**config.mk**
```make
export PLATFORM = sky130hd
export DESIGN_NAME = spr_dma_ctrl
export DESIGN_NICKNAME = d
export VERILOG_FILES = /design/src/rtl/spr_dma_ctrl.sv
export SDC_FILE = /design/constraint.sdc
export NUM_CORES = 1
export LEC_CHECK = 0
export CORE_ASPECT_RATIO = 1.5
export CORE_UTILIZATION = 45
export DETAILED_ROUTE_END_ITERATION = 12
export GPL_ROUTABILITY_DRIVEN = 0
export PLACE_DENSITY = 0.75
export REMOVE_ABC_BUFFERS = 1
export SLEW_MARGIN = 0
export SYNTH_ARGS = -nofsm -noshare
export SYNTH_HDL_FRONTEND = slang
export SYNTH_SLANG_ARGS = --single-unit
export TNS_END_PERCENT = 5
```
**constraint.sdc**
```tcl
create_clock -name clk_in -period 2.6 [get_ports clk_in]
set_input_delay 0.52 -clock clk_in [delete_from_list [all_inputs] [get_ports clk_in]]
set_output_delay 0.52 -clock clk_in [all_outputs]
set_load 0.05 [all_outputs]
```
**src/rtl/spr_dma_ctrl.sv**
```systemverilog
// Sprite DMA controller: snoops CPU writes to the DMA register, halts the CPU,
// then copies 256 bytes from {page,00..FF} to the PPU sprite RAM data register.
`timescale 1ns/1ps
module spr_dma_ctrl #(
   parameter logic [15:0] DMA_REG_ADDR  = 16'h4014,
   parameter logic [15:0] OAM_DATA_ADDR = 16'h2004
) (
   input  logic        clk_in,
   input  logic        rst_in,
   input  logic        cpu_cyc_in,
   input  logic [15:0] cpu_a_in,
   input  logic        cpu_r_nw_in,
   input  logic [7:0]  cpu_d_in,
   input  logic [7:0]  mem_d_in,
   output logic        rdy_out,
   output logic        active_out,
   output logic [15:0] a_out,
   output logic [7:0]  d_out,
   output logic        r_nw_out
);

   localparam int unsigned AW = 16;
   localparam int unsigned DW = 8;

   typedef enum logic [1:0] {
      S_IDLE  = 2'd0,
      S_SYNC  = 2'd1,
      S_READ  = 2'd2,
      S_WRITE = 2'd3
   } state_t;

   state_t          state_q, state_d;
   logic [DW-1:0]   page_q,  page_d;
   logic [DW-1:0]   count_q, count_d;
   logic [DW-1:0]   data_q,  data_d;

   logic            rdy_q,    rdy_d;
   logic            active_q, active_d;
   logic [AW-1:0]   a_q,      a_d;
   logic [DW-1:0]   d_q,      d_d;
   logic            r_nw_q,   r_nw_d;

   // Next-state logic: advances only on edges that complete a CPU bus cycle.
   always_comb begin
      state_d = state_q;
      page_d  = page_q;
      count_d = count_q;
      data_d  = data_q;
      if (cpu_cyc_in) begin
         case (state_q)
            S_IDLE: begin
               if (cpu_a_in == DMA_REG_ADDR && !cpu_r_nw_in) begin
                  page_d  = cpu_d_in;
                  count_d = 8'h00;
                  state_d = S_SYNC;
               end
            end
            S_SYNC: state_d = S_READ;
            S_READ: begin
               data_d  = mem_d_in;
               state_d = S_WRITE;
            end
            S_WRITE: begin
               if (count_q == 8'hFF) begin
                  state_d = S_IDLE;
               end else begin
                  count_d = count_q + 8'd1;
                  state_d = S_READ;
               end
            end
            default: state_d = S_IDLE;
         endcase
      end
   end

   // Output decode from next-cycle state so the bus outputs can be registered.
   always_comb begin
      rdy_d    = 1'b1;
      active_d = 1'b0;
      a_d      = 16'h0000;
      d_d      = 8'h00;
      r_nw_d   = 1'b1;
      case (state_d)
         S_SYNC: begin
            rdy_d    = 1'b0;
            active_d = 1'b1;
         end
         S_READ: begin
            rdy_d    = 1'b0;
            active_d = 1'b1;
            a_d      = {page_d, count_d};
         end
         S_WRITE: begin
            rdy_d    = 1'b0;
            active_d = 1'b1;
            a_d      = OAM_DATA_ADDR;
            d_d      = data_d;
            r_nw_d   = 1'b0;
         end
         default: ;
      endcase
   end

   // State, transfer context and output registers; reset abandons any transfer.
   always_ff @(posedge clk_in or posedge rst_in) begin
      if (rst_in) begin
         state_q  <= S_IDLE;
         page_q   <= 8'h00;
         count_q  <= 8'h00;
         data_q   <= 8'h00;
         rdy_q    <= 1'b1;
         active_q <= 1'b0;
         a_q      <= 16'h0000;
         d_q      <= 8'h00;
         r_nw_q   <= 1'b1;
      end else begin
         state_q  <= state_d;
         page_q   <= page_d;
         count_q  <= count_d;
         data_q   <= data_d;
         rdy_q    <= rdy_d;
         active_q <= active_d;
         a_q      <= a_d;
         d_q      <= d_d;
         r_nw_q   <= r_nw_d;
      end
   end

   assign rdy_out    = rdy_q;
   assign active_out = active_q;
   assign a_out      = a_q;
   assign d_out      = d_q;
   assign r_nw_out   = r_nw_q;

endmodule

```
==> qor.txt, run 1 <==
number of I/O pins = 63
net total in the final layout = 305
insertion delay of the later-clocked pin in the worst-skew pair = 300 ps
post-synth design cell area = 0.00230 mm²
area of the core = 0.00489 mm²
fill cell total of the finished layout = 401
number of nets with antenna violations after detailed routing = 0
clock tree from TritonCTS = done
number of gates resized after CTS = 0
Clock Path Buffers = 2
max-cap violations = 0
critical path cell sequence = clkdlybuf4s50_1 > or4_4 > nor4_4 > and4_1 > buf_12 > mux2_4 > nor2b_2
unique cell type count in the Yosys netlist = 42
Congestion Overflow GR = 0
pwr/cell area = 972 mW/mm²
area of the die = 0.00541 mm²
Tcrit/Tclk final = 93.1%
via/cell ratio = 5.10
count of endpoints failing hold in the final timing report = 0
worst-margin pin slew = 521 ps
fraction of registers with async set or reset after synthesis = 100%
row count = 31
Die Span X = 60.4 µm
WL per Instance = 13.5 µm
number of warnings issued by yosys = 0
largest vdd supply drop = 0.000503 V
Total Wirelength = 4450 µm
RSZ-0062 raised after global routing = no
worst min-delay path category = reg2reg
post-layout min period = 2420 ps
delay of the slowest critical-path stage = 540 ps
maximum number of pins on one net before global-route repair = 22
number of flops mapped to enable cells by yosys = 0
worst path required time = 2800 ps
number of hold buffers added after CTS = 0
# Post-CTS Setup Buffers = 0
number of slew-limit violations in the final report = 0
GRT Overall Usage = 18.6%
Post-Route Skew = 5.13 ps
most frequently used flop master after synthesis = dfrtp_1
f_max = 0.413 GHz
first-pass GRT wire length = 7450 µm
number of input and output port buffers inserted = 62
fraction of final layout cells with drive strength greater than 1 = 18.2%
post-CTS clock slew at the launch and capture registers of the worst setup and hold paths = 90 ps
flop and latch count out of synthesis = 53
kind of critical path = in2reg
post-layout instance area = 0.00320 mm²
category of cells accounting for the largest share of critical-path delay = simple AND/OR/NAND/NOR gates
placed cells = 322
count of vias placed by the detailed router = 1682
master cell of the clock root buffer = clkbuf_8
final count of negative-setup-slack endpoints = 0
synthesized area divided by synthesized cell count = 12.3 µm²
kind of start point of the critical path = primary input
critical path fanouts, max = 8
relative slew slack = 65.1%
initial standard-cell utilization of the core = 47.1%
critical path buffer and inverter count = 2
final non-filler cell total = 330
via count of the first global-routing pass = 1678
antenna violations before repair = 0
run status = finished, final reports clean
total iterations of the first detailed-routing run = 4
area added between synthesis and finish = 39.0%
worst-path cell with the longest stage delay = or4_4
utilization after layout = 65.5%
placed standard-cell area = 0.00309 mm²
part of the Yosys area used for sequential elements = 57.7%
DR iter-0 viols = 65
category of the worst setup path capture point = register
data arrival at the endpoint of the critical path = 2620 ps
clock net sink count = 53
total inserted antenna cells = 0
detailed placer's ending HPWL = 3380 µm
Post-Synthesis Cells = 187
DRC viols = 0
cts bufs inserted = 5
count of H-tree levels built during CTS = 2
standby leakage power = 0.00141 µW
Chip Height = 89.6 µm
-- cells by family (layout without fill, tap and decap cells) --
logic type	count (synthesis)	after routing	share of synthesized area [%]
and+or+nand+nor	65	65	17.3
DFF	53	53	57.7
AOI/OAI and AO/OA	34	34	9.95
muxes	16	16	8.91
buffers and inverters	13	90	2.83
adders and majority gates	6	6	3.26
-- sequential cells by signal (all words and copies together), names as in the netlist, 2 cells and up --
signal   count
state_q      2
count_q      8
a_out       16
d_out        8
data_q       8
page_q       8
-- per-stage QoR --
stage	hold WS (ps)	power [µW]	TNS (ps)	setup WS (ps)
after floorplan	441	2030	0	85.4
final	495	3110	0	180
after global routing	512	3290	0	107
after CTS	499	3140	0	184
after detailed placement	475	2590	-1430	-147
after global placement	473	2550	-957	-103
-- final cells by class --
type / count / area, µm² / area share (%)
well taps: 66 / 82.6 / 2.58
inverters: 7 / 26.3 / 0.821
repair buffers: 75 / 743 / 23.2
multi-input cells: 121 / 908 / 28.4
clock buffers: 6 / 72.6 / 2.27
flip-flops and latches: 53 / 1330 / 41.5
clock inverters: 2 / 38.8 / 1.21
-- final timing paths --
kind,from,endpoint,depth (start not counted),slack (ps)
min reg2reg,data_q[4],data_q[4],1,500
max in group asynchronous,rst_in,rdy_out,3,1460
max,cpu_a_in[8],a_out[15],7,180
max reg2reg,state_q[0],a_out[1],6,470
min,data_q[4],data_q[4],1,500
min in group asynchronous,rst_in,d_out[6],2,520
-- report_power, final --
group	switching, µW	internal (µW)	leakage [µW]	total, µW
clock	264	289	0.0000554	553
combinational	870	585	0.000661	1460
sequential	74.0	1030	0.000697	1100
-- routing by layer --
layer,vias to the layer above,GRT usage (%),part of all wire (%)
met4,0,8.67,1.7
li1,800,-,-
met5,-,0,0
met1,811,20.7,40
met3,6,3.30,4.8
met2,65,33.7,54
-- placed cells by master, fill, tap and decap left out, types with 2 or more instances in the layout --
cell and instances:
buf_12 2, nor2b_2 4, nor4_1 2, nand2b_1 2
o21ai_0 9, o31ai_1 3, a31oi_1 4, inv_1 6
clkdlybuf4s50_1 62, and4_1 2, mux2_4 7, nand3_1 3
a21oi_1 8, buf_4 11, nand2_1 8, nor2b_1 19
ha_1 6, nor2_1 9, nand4_1 2, clkbuf_8 5
mux2_2 8, dfstp_2 2, dfrtp_1 51, nor3_1 5
a21boi_0 2
-- cell usage after synthesis (2+ instances only) --
cell	number	area [µm²]
a21boi_0	2	15.0
o31ai_1	3	22.5
dfstp_2	2	52.6
nand2_1	8	30.0
and4_1	2	17.5
nand4_1	2	12.5
nand3_1	3	15.0
nor2b_2	4	35.0
a31oi_1	4	25.0
clkbuf_1	3	11.3
o21ai_0	9	45.0
ha_1	6	75.1
dfrtp_1	51	1280
nor2b_1	19	119
nor2_1	9	33.8
mux2_2	8	90.1
nor4_1	2	12.5
a21oi_1	8	40.0
inv_1	7	26.3
nor3_1	5	25.0
mux2_4	7	105
nand2b_1	2	12.5
buf_6	2	22.5
Note: power is estimated with default switching activity, not from simulation.
==> run 2, diff against run 1 <==
CORE_UTILIZATION = 43   (was 45)
clock period = 2 ns   (was 2.6 ns; I/O delays follow)
==> qor.txt, run 2 (synthesis results as in run 1) <==
total inserted antenna cells = 0
Chip Height = 91.6 µm
via/cell ratio = 5.10
post-CTS clock slew at the launch and capture registers of the worst setup and hold paths = 90 ps
master cell of the clock root buffer = clkbuf_8
count of vias placed by the detailed router = 1740
post-layout min period = 1930 ps
standby leakage power = 0.00147 µW
area added between synthesis and finish = 45.2%
worst path required time = 2190 ps
setup slack on the worst flop-to-flop path = 150 ps
total iterations of the first detailed-routing run = 4
critical path fanouts, max = 6
cts bufs inserted = 5
maximum number of pins on one net before global-route repair = 54
net total in the final layout = 314
via count of the first global-routing pass = 1835
count of endpoints failing hold in the final timing report = 0
critical path startpoint = cpu_a_in[3]
DR iter-0 viols = 59
commonest cells after routing, fill and taps aside = 52 x clkdlybuf4s50_1, 51 x dfrtp_1, 18 x buf_4
Post-Route Setup TNS = 0 ps
final count of negative-setup-slack endpoints = 0
Clock Path Buffers = 2
worst min-delay path category = in2async
initial standard-cell utilization of the core = 44.6%
number of slew-limit violations in the final report = 0
max-cap violations = 0
worst-path cell with the longest stage delay = or4b_4
Post-Route Skew = 7.38 ps
GRT Overall Usage = 18.3%
critical path cell sequence = clkdlybuf4s15_1 > or4b_4 > nor4_4 > buf_4 > a21oi_4 > o31ai_4 > buf_6 > buf_12 > nor2b_1
insertion delay of the later-clocked pin in the worst-skew pair = 300 ps
row count = 32
detailed placer's ending HPWL = 3300 µm
Total Wirelength = 4660 µm
worst-margin pin slew = 514 ps
relative slew slack = 65.6%
count of H-tree levels built during CTS = 2
most common library cell in the layout ignoring fill and taps = clkdlybuf4s50_1
Die Span X = 61.7 µm
area of the die = 0.00566 mm²
Power Total = 4210 µW
data arrival at the endpoint of the critical path = 2120 ps
category of the worst setup path capture point = register
number of input and output port buffers inserted = 62
number of hold buffers added after CTS = 0
run status = finished, final reports clean
Congestion Overflow GR = 0
flip-flop count of the largest register, all copies and words added = 16
startpoint of the lowest-slack register-to-register path = state_q[0]
largest vdd supply drop = 0.000655 V
R2R cell count = 9
Tcrit/Tclk final = 96.4%
fraction of final layout cells with drive strength greater than 1 = 27.1%
CP endpoint = a_out[3]
clock tree from TritonCTS = done
f_max = 0.518 GHz
Reg-to-Reg End = a_out[13]
clock net sink count = 53
area of the core = 0.00516 mm²
delay of the slowest critical-path stage = 540 ps
antenna violations before repair = 0
kind of critical path = in2reg
number of I/O pins = 63
pwr/cell area = 1260 mW/mm²
number of nets with antenna violations after detailed routing = 0
DRC viols = 0
WL per Instance = 13.7 µm
kind of start point of the critical path = primary input
first-pass GRT wire length = 7850 µm
-- run 2: layout make-up --
cell class	instances	area, µm²
well taps	68	85.1
repair buffers	84	830
flip-flops and latches	53	1330
clock inverters	2	15.0
multi-input cells	121	986
fillers	379	1820
inverters	7	26.3
clock buffers	6	72.6
-- run 2: worst min-delay path by stage --
stage	slack (ps)	from	to	cells past startpoint
floorplan	440	page_q[5]	page_q[5]	2
global placement	460	page_q[5]	page_q[5]	2
detailed placement	470	page_q[5]	page_q[5]	2
CTS	460	rst_in	d_out[2]	3
global route	470	rst_in	d_out[2]	3
finish	450	rst_in	d_out[2]	3
-- run 2: what timing repair did --
action,CTS,global route
gates cloned,1,0
setup buffers,2,3
endpoints found under the setup margin,37,29
pin swaps,6,6
gates resized for setup,17,23
-- run 2: routing by layer --
| layer | wire, µm | part of all wire, % | track usage (%) |
|---|---|---|---|
| met1 | 1820 | 39 | 21.5 |
| met3 | 194 | 4.2 | 2.82 |
| met2 | 2590 | 56 | 32.1 |
| met4 | 55 | 1.2 | 6.67 |
| met5 | 0 | 0 | 0 |
-- run 2: critical path: cells and delay by family --
family | cells | cell delay (ps)
AOI/OAI and AO/OA | 2 | 350
buffers and inverters | 4 | 620
and+or+nand+nor | 3 | 730
-- run 2: metrics by stage --
| step | worst slack (ps) | utilization, % | std cells | cell area [µm²] | hold slack (ps) |
|---|---|---|---|---|---|
| 2_1_floorplan | -395 | - | 181 | 2260 | 441 |
| 3_3_place_gp | -536 | 60.4 | 327 | 3120 | 462 |
| 4_1_cts | 8.65 | 63.5 | 338 | 3280 | 458 |
| 3_5_place_dp | -574 | 60.4 | 327 | 3120 | 472 |
| 5_1_grt | -13.1 | 64.7 | 341 | 3340 | 467 |
| 6_report | 71.2 | 64.7 | 341 | 3340 | 448 |
-- run 2: where the power goes --
part	internal, µW	switching, µW	leakage, µW	total, µW
combinational	949	1270	0.000734	2220
sequential	1340	83.2	0.000697	1420
clock	247	326	0.0000374	573
==> run 3, diff against run 2 <==
CTS_CLUSTER_SIZE = 12   (was default)
==> results of run 3 <==
Final layout, timing and power as in run 2 (identical DEF).
